$ cat src/rtl/alu_issue_stage_pkg.sv
// Shared ISA definitions for the 19-bit CPU: widths, instruction field positions,
// opcode encoding and decode helpers used by the issue stage and its scoreboard.
package alu_issue_stage_pkg;

  localparam int DW    = 19;
  localparam int NREG  = 8;
  localparam int RW    = 3;
  localparam int OPW   = 5;
  localparam int IMM_W = 11;

  localparam int OP_LSB  = 14;
  localparam int RD_LSB  = 11;
  localparam int RS1_LSB = 8;
  localparam int RS2_LSB = 5;

  typedef enum logic [OPW-1:0] {
    OP_ADD   = 5'd0,
    OP_SUB   = 5'd1,
    OP_MUL   = 5'd2,
    OP_DIV   = 5'd3,
    OP_AND   = 5'd4,
    OP_OR    = 5'd5,
    OP_XOR   = 5'd6,
    OP_NOT   = 5'd7,
    OP_ENCRY = 5'd8,
    OP_DECRY = 5'd9,
    OP_IMMED = 5'd10
  } opcode_e;

  typedef struct packed {
    logic [OPW-1:0] ctrl;
    logic [DW-1:0]  in1;
    logic [DW-1:0]  in2;
    logic [RW-1:0]  rd;
  } issue_pkt_t;

  function automatic logic is_legal(input logic [OPW-1:0] op);
    return op <= OP_IMMED;
  endfunction

  function automatic logic uses_rs1(input logic [OPW-1:0] op);
    return is_legal(op) && (op != OP_IMMED);
  endfunction

  // Two-source ops are exactly the contiguous block ADD..XOR.
  function automatic logic uses_rs2(input logic [OPW-1:0] op);
    return op <= OP_XOR;
  endfunction

  function automatic logic [DW-1:0] zext_imm(input logic [DW-1:0] instr);
    return {{(DW-IMM_W){1'b0}}, instr[IMM_W-1:0]};
  endfunction

endpackage

$ cat src/rtl/alu_issue_stage_if.sv
// Issue-packet channel from the decode/issue stage to the EX stage (valid/ready).
interface alu_issue_stage_if;
  import alu_issue_stage_pkg::*;

  logic           ex_valid;
  logic           ex_ready;
  logic [OPW-1:0] alu_ctrl;
  logic [DW-1:0]  in1;
  logic [DW-1:0]  in2;
  logic [RW-1:0]  ex_rd;

  modport master (output ex_valid, alu_ctrl, in1, in2, ex_rd, input ex_ready);
  modport slave  (input ex_valid, alu_ctrl, in1, in2, ex_rd, output ex_ready);

endinterface

$ cat src/rtl/alu_issue_stage_scoreboard.sv
// Busy-bit scoreboard for in-flight destinations; answers the RAW hazard query
// for the instruction currently being decoded.
module alu_issue_stage_scoreboard
  import alu_issue_stage_pkg::*;
(
  input  logic          clk,
  input  logic          rst,
  input  logic          set_en,
  input  logic [RW-1:0] set_idx,
  input  logic          clr_en,
  input  logic [RW-1:0] clr_idx,
  input  logic          flush_en,
  input  logic [RW-1:0] flush_idx,
  input  logic [RW-1:0] rs1,
  input  logic [RW-1:0] rs2,
  input  logic          use1,
  input  logic          use2,
  output logic          hazard
);

  logic [NREG-1:0] busy;
  logic [NREG-1:0] busy_nxt;

  // Set is applied last so a new producer wins over a retiring one on the same register.
  always_comb begin
    busy_nxt = busy;
    if (clr_en)   busy_nxt[clr_idx]   = 1'b0;
    if (flush_en) busy_nxt[flush_idx] = 1'b0;
    if (set_en)   busy_nxt[set_idx]   = 1'b1;
  end

  always_ff @(posedge clk) begin
    if (rst) busy <= '0;
    else     busy <= busy_nxt;
  end

  // A same-cycle writeback to the source supplies the value through the bypass.
  always_comb begin
    hazard = (use1 && busy[rs1] && !(clr_en && (clr_idx == rs1))) ||
             (use2 && busy[rs2] && !(clr_en && (clr_idx == rs2)));
  end

endmodule

$ cat src/rtl/alu_issue_stage.sv
// Decode/issue stage: decodes the fetched word, selects operands (register file or
// writeback bypass), stalls on RAW hazards and registers one issue packet for EX.
module alu_issue_stage
  import alu_issue_stage_pkg::*;
(
  input  logic              clk,
  input  logic              rst,
  input  logic              if_valid,
  input  logic [DW-1:0]     if_instr,
  output logic              if_ready,
  output logic [RW-1:0]     rf_rs1_addr,
  output logic [RW-1:0]     rf_rs2_addr,
  input  logic [DW-1:0]     rf_rs1_data,
  input  logic [DW-1:0]     rf_rs2_data,
  input  logic              wb_valid,
  input  logic [RW-1:0]     wb_rd,
  input  logic [DW-1:0]     wb_data,
  input  logic              flush,
  alu_issue_stage_if.master ex,
  output logic              illegal_op
);

  logic [OPW-1:0] op_p0;
  logic [RW-1:0]  rd_p0;
  logic           legal_p0;
  logic           use1_p0;
  logic           use2_p0;
  logic           byp1_p0;
  logic           byp2_p0;
  logic           hazard_p0;
  logic           out_free;
  logic           accept;
  issue_pkt_t     pkt_p0;

  issue_pkt_t     pkt_p1;
  logic           vld_p1;
  logic           ill_p1;

  // ---- p0: decode, operand select, hazard check ----
  assign op_p0       = if_instr[OP_LSB+OPW-1:OP_LSB];
  assign rd_p0       = if_instr[RD_LSB+RW-1:RD_LSB];
  assign rf_rs1_addr = if_instr[RS1_LSB+RW-1:RS1_LSB];
  assign rf_rs2_addr = if_instr[RS2_LSB+RW-1:RS2_LSB];

  assign legal_p0 = is_legal(op_p0);
  assign use1_p0  = uses_rs1(op_p0);
  assign use2_p0  = uses_rs2(op_p0);
  assign byp1_p0  = wb_valid && (wb_rd == rf_rs1_addr);
  assign byp2_p0  = wb_valid && (wb_rd == rf_rs2_addr);

  always_comb begin
    pkt_p0.ctrl = op_p0;
    pkt_p0.rd   = rd_p0;
    pkt_p0.in1  = byp1_p0 ? wb_data : rf_rs1_data;
    if (op_p0 == OP_IMMED) pkt_p0.in2 = zext_imm(if_instr);
    else                   pkt_p0.in2 = byp2_p0 ? wb_data : rf_rs2_data;
  end

  assign out_free = !vld_p1 || ex.ex_ready;
  assign if_ready = out_free && !hazard_p0 && !flush;
  assign accept   = if_valid && if_ready;

  alu_issue_stage_scoreboard u_scoreboard (
    .clk      (clk),
    .rst      (rst),
    .set_en   (accept && legal_p0),
    .set_idx  (rd_p0),
    .clr_en   (wb_valid),
    .clr_idx  (wb_rd),
    .flush_en (flush && vld_p1),
    .flush_idx(pkt_p1.rd),
    .rs1      (rf_rs1_addr),
    .rs2      (rf_rs2_addr),
    .use1     (use1_p0),
    .use2     (use2_p0),
    .hazard   (hazard_p0)
  );

  // ---- p1: issue register toward EX ----
  // Illegal words are consumed but leave a bubble; the payload only moves on a legal accept.
  always_ff @(posedge clk) begin
    if (rst) begin
      vld_p1 <= 1'b0;
      ill_p1 <= 1'b0;
      pkt_p1 <= '0;
    end else begin
      ill_p1 <= accept && !legal_p0;
      if (flush) begin
        vld_p1 <= 1'b0;
      end else if (out_free) begin
        vld_p1 <= accept && legal_p0;
        if (accept && legal_p0) pkt_p1 <= pkt_p0;
      end
    end
  end

  assign ex.ex_valid = vld_p1;
  assign ex.alu_ctrl = pkt_p1.ctrl;
  assign ex.in1      = pkt_p1.in1;
  assign ex.in2      = pkt_p1.in2;
  assign ex.ex_rd    = pkt_p1.rd;
  assign illegal_op  = ill_p1;

endmodule
$ cat src/flat_wrapper.sv
// flat-port wrapper written by rule: the top's interface ports become plain ports
module alu_issue_stage_flat import alu_issue_stage_pkg::*;
  (clk, rst, if_valid, if_instr, if_ready, rf_rs1_addr, rf_rs2_addr, rf_rs1_data, rf_rs2_data, wb_valid, wb_rd, wb_data, flush, illegal_op, ex_ex_valid, ex_alu_ctrl, ex_in1, ex_in2, ex_ex_rd, ex_ex_ready);
  alu_issue_stage_if ex_i ();
  input  logic clk;
  input  logic rst;
  input  logic if_valid;
  input  logic [DW-1:0] if_instr;
  output logic if_ready;
  output logic [RW-1:0] rf_rs1_addr;
  output logic [RW-1:0] rf_rs2_addr;
  input  logic [DW-1:0] rf_rs1_data;
  input  logic [DW-1:0] rf_rs2_data;
  input  logic wb_valid;
  input  logic [RW-1:0] wb_rd;
  input  logic [DW-1:0] wb_data;
  input  logic flush;
  output logic illegal_op;
  output wire logic [$bits(ex_i.ex_valid)-1:0] ex_ex_valid;
  output wire logic [$bits(ex_i.alu_ctrl)-1:0] ex_alu_ctrl;
  output wire logic [$bits(ex_i.in1)-1:0] ex_in1;
  output wire logic [$bits(ex_i.in2)-1:0] ex_in2;
  output wire logic [$bits(ex_i.ex_rd)-1:0] ex_ex_rd;
  input wire logic [$bits(ex_i.ex_ready)-1:0] ex_ex_ready;
  assign ex_ex_valid = ex_i.ex_valid;
  assign ex_alu_ctrl = ex_i.alu_ctrl;
  assign ex_in1 = ex_i.in1;
  assign ex_in2 = ex_i.in2;
  assign ex_ex_rd = ex_i.ex_rd;
  assign ex_i.ex_ready = ex_ex_ready;
  alu_issue_stage u_core (.clk(clk), .rst(rst), .if_valid(if_valid), .if_instr(if_instr), .if_ready(if_ready), .rf_rs1_addr(rf_rs1_addr), .rf_rs2_addr(rf_rs2_addr), .rf_rs1_data(rf_rs1_data), .rf_rs2_data(rf_rs2_data), .wb_valid(wb_valid), .wb_rd(wb_rd), .wb_data(wb_data), .flush(flush), .ex(ex_i), .illegal_op(illegal_op));
endmodule
$ cat config.mk
export PLATFORM = sky130hd
export DESIGN_NAME = alu_issue_stage_flat
export DESIGN_NICKNAME = d
export VERILOG_FILES = /design/src/rtl/alu_issue_stage_pkg.sv /design/src/rtl/alu_issue_stage_if.sv /design/src/rtl/alu_issue_stage_scoreboard.sv /design/src/rtl/alu_issue_stage.sv /design/src/flat_wrapper.sv
export SDC_FILE = /design/constraint.sdc
export NUM_CORES = 1
export LEC_CHECK = 0
export ABC_AREA = 1
export BUFFER_PORTS_ARGS = -buffer_cell sky130_fd_sc_hd__buf_2
export CAP_MARGIN = 20
export CELL_PAD_IN_SITES_DETAIL_PLACEMENT = 0
export CELL_PAD_IN_SITES_GLOBAL_PLACEMENT = 1
export CORE_MARGIN = 2
export CORE_UTILIZATION = 33
export CTS_BUF_LIST = sky130_fd_sc_hd__clkbuf_4
export CTS_CLUSTER_SIZE = 40
export DETAILED_ROUTE_END_ITERATION = 12
export GPL_ROUTABILITY_DRIVEN = 0
export PLACE_DENSITY = 0.81
export SETUP_SLACK_MARGIN = 0.05
export SLEW_MARGIN = 5
export SYNTH_ARGS = -nofsm -noshare
export SYNTH_HDL_FRONTEND = slang
export SYNTH_HIERARCHICAL = 1
export SYNTH_SLANG_ARGS = --single-unit
export TNS_END_PERCENT = 20
$ cat constraint.sdc
create_clock -name clk -period 2.35 [get_ports clk]
set_clock_uncertainty 0.2 [all_clocks]
set_input_delay 0 -clock clk [delete_from_list [all_inputs] [get_ports clk]]
set_output_delay 0 -clock clk [all_outputs]
set_load 0.03 [all_outputs]
==> results.md <==
* I/O Pins at 140
* Area Overhead vs Synth at 50.9%
* First-pass iteration count of the detailed router at 5
* Reg power frac at 0.479
* Remaining DRCs at 0
* Clk buf depth at 2
* Mapped Area at 3530 um^2
* Chip width at 107 um
* Post-Place Worst Slack at 0.293 ns
* Initial Util at 0.341
* Ant. Diodes at 0
* Status: finished, final reports clean
* P_sw at 0.714 mW
* Final ANT Viol Nets at 0
* RSZ-0062 raised after global routing: false
* Clock Power Share at 0.199
* Number of global-route vias before repair at 4,361
* WS Path Type: in2reg
* Pin count of the biggest net entering global routing at 43
* Clk slew on worst S/H paths at approximately 0.14 ns
* Num CTS Buffers at 5
* Total grt overflow at 0
* Final cycle utilization of the critical path at 0.943
* Total GRT Usage at 0.224
* Final setup TNS at 0 ns
* Reg2Reg Depth at 12
* Die area at 11,500 um^2
* Leak pwr at 2.89 nW
* Slew margin rel. at 0.695
* Max_cap viols at 0
* Most frequent cells in the layout: nand2_1, buf_2, nor2_1, dlygate4sd3_1, inv_1
* Worst skew pair latency at between 0.3 and 0.4 ns
* Slew Limit Fails at 0
* Comb power frac at 0.322
* Placed insts at between 800 and 900
* Htree depth at 2
* Worst Path Required at 2.40 ns
* Hold path cells at 6
* DR vias at 4,458
* CP endpoint kind: flip-flop
* Setup-failing EPs final at 0
* Num rows at 37
* Initial antenna violation count at 0
* Worst slew pin tran at 0.458 ns
* CORE AREA at 10,400 um^2
* Wirelength per Cell at 13.7 um
* Post-Route WL at 13,100 um
* Critical Path Fanout Max at 7
* Power Density at 398 nW/um^2
* Mean Syn Cell Area at 5.95 um^2
* Starting DRC count in detailed routing at 224
* Final net count at ~900
* Maximum VDD drop at between 0.2 and 0.25 mV
* Tmin final at about 2.2 ns
* Fmax at 451 MHz
* Yosys warns at 6
* Die Y at 107 um
* Clock sinks at 56
* Flops & latches, synth at 56
* Fin cells at 950
* Synth Instances at 594
* Internal power at 1.41 mW
* Critical path arrival at 2.27 ns
* DR vias/cell at 4.69
* IO buf count at between 100 and 150
* Startpoint type of the worst setup path: input pin
* CTS Root Cell: clkbuf_4
* Net count after synthesis at 679
* Filler cells at 1,080
* CTS tree: built
* Sw Share at 0.337
* Fraction of layout cells with a size suffix above 1 at 0.232
* Commonest non-fill, non-tap cell in the layout: nand2_1
* Dpl hpwl at approximately 8900 um
* Seq/Total Area, Yosys at 0.317
* Hold Path Class: in2reg
* Final setup margin at 0.135 ns
* First-pass GRT wire length at 20,900 um
* Final hold vios at 0
* Distinct cells, synth at 26
-- cell usage after synthesis (all sizes together) --
| library cell | instances | share of area |
|---|---|---|
| nand2 | 161 | 0.18 |
| nor2 | 116 | 0.13 |
| inv | 98 | 0.10 |
| nand3 | 62 | 0.088 |
| dfxtp | 56 | 0.32 |
| o21ai | 30 | 0.044 |
| a21oi | 28 | 0.049 |
| buf | 25 | 0.051 |
| clkbuf | 6 | 0.0064 |
| o211ai | 6 | 0.013 |
| nand4 | 3 | 0.0071 |
| nand3b | 2 | 0.0042 |
| nor3 | 1 | 0.0014 |
-- cell type report --
type | instances | area, um^2 | share of cell area
sequential | 56 | 1120 | 0.210
clock buffer | 6 | 45.0 | 0.00845
tap | 136 | 170 | 0.0319
clock inverter | 1 | 5.00 | 0.000939
timing repair buffer | 244 | 1760 | 0.330
inverter | 98 | 368 | 0.0690
multi-input combinational | 409 | 1860 | 0.349
-- metal layers --
layer	up-vias	track usage	wire length [um]
li1	2239	-	-
met1	2020	0.290	5630
met2	175	0.386	6350
met3	24	0.0285	765
met4	0	0.0742	314
met5	-	0	0
-- critical path, cell delays in order --
cell	delay, ns
buf_2	0.14
dlygate4sd3_1	0.61
nor2_1	0.11
dlygate4sd3_1	0.62
nand2_1	0.06
dlygate4sd3_1	0.57
o211ai_1	0.08
a21oi_1	0.08
-- what timing repair did --
| action | 4_1_cts | 5_1_grt |
|---|---|---|
| hold buffers | 99 | 0 |
| endpoints found under the setup margin | 0 | 18 |
| resized for setup | 0 | 6 |
| setup buffers | 0 | 0 |
| hold endpoints to repair | 56 | 0 |
-- cells by family (layout without fill, tap and decap cells) --
family                 after synthesis  count (layout)  synth area share
DFF                                 56              56             0.317
and+or+nand+nor                    345             345             0.415
AOI/OAI and AO/OA                   64              64             0.106
buffers and inverters              129             349             0.162
-- through the flow --
step,hold WS [ns],power (mW),util,area [um^2]
after floorplan,-0.0683,1.38,-,3530
after global placement,0.0977,1.56,0.411,4260
after detailed placement,0.112,1.57,0.411,4260
after CTS,0.00156,2.12,0.512,5310
after global routing,0.0676,2.24,0.514,5330
final,0.00975,2.12,0.514,5330
-- state kept, by name, indices dropped and copies added (netlist names) --
| register | cells |
|---|---|
| u_core/ex.in1 | 19 |
| u_core/ex.in2 | 19 |
| u_core/u_scoreboard/busy | 8 |
| u_core/ex.alu_ctrl | 5 |
| u_core/ex.ex_rd | 3 |
| u_core/ex.ex_valid | 1 |
| u_core/illegal_op | 1 |
-- final timing paths --
check	to	slack, ns	from
hold reg to reg	u_core/ex.alu_ctrl[4]	0.26	u_core/ex.alu_ctrl[4]
setup reg to reg	u_core/ex.ex_valid	0.21	u_core/u_scoreboard/busy[5]
setup / recovery	u_core/u_scoreboard/busy[2]	0.13	wb_rd[2]
hold / removal	u_core/u_scoreboard/busy[5]	0.01	wb_rd[2]
-- power groups by stage --
| stage | Sequential [mW] | Combinational (mW) | Clock (mW) |
|---|---|---|---|
| 2_1_floorplan | 1.10 | 0.273 | 0 |
| 3_3_place_gp | 1.03 | 0.529 | 0 |
| 3_5_place_dp | 1.03 | 0.532 | 0 |
| 4_1_cts | 1.02 | 0.666 | 0.440 |
| 5_1_grt | 1.02 | 0.745 | 0.477 |
| 6_report | 1.01 | 0.684 | 0.422 |
No activity file was read; power rests on OpenSTA's default activity.
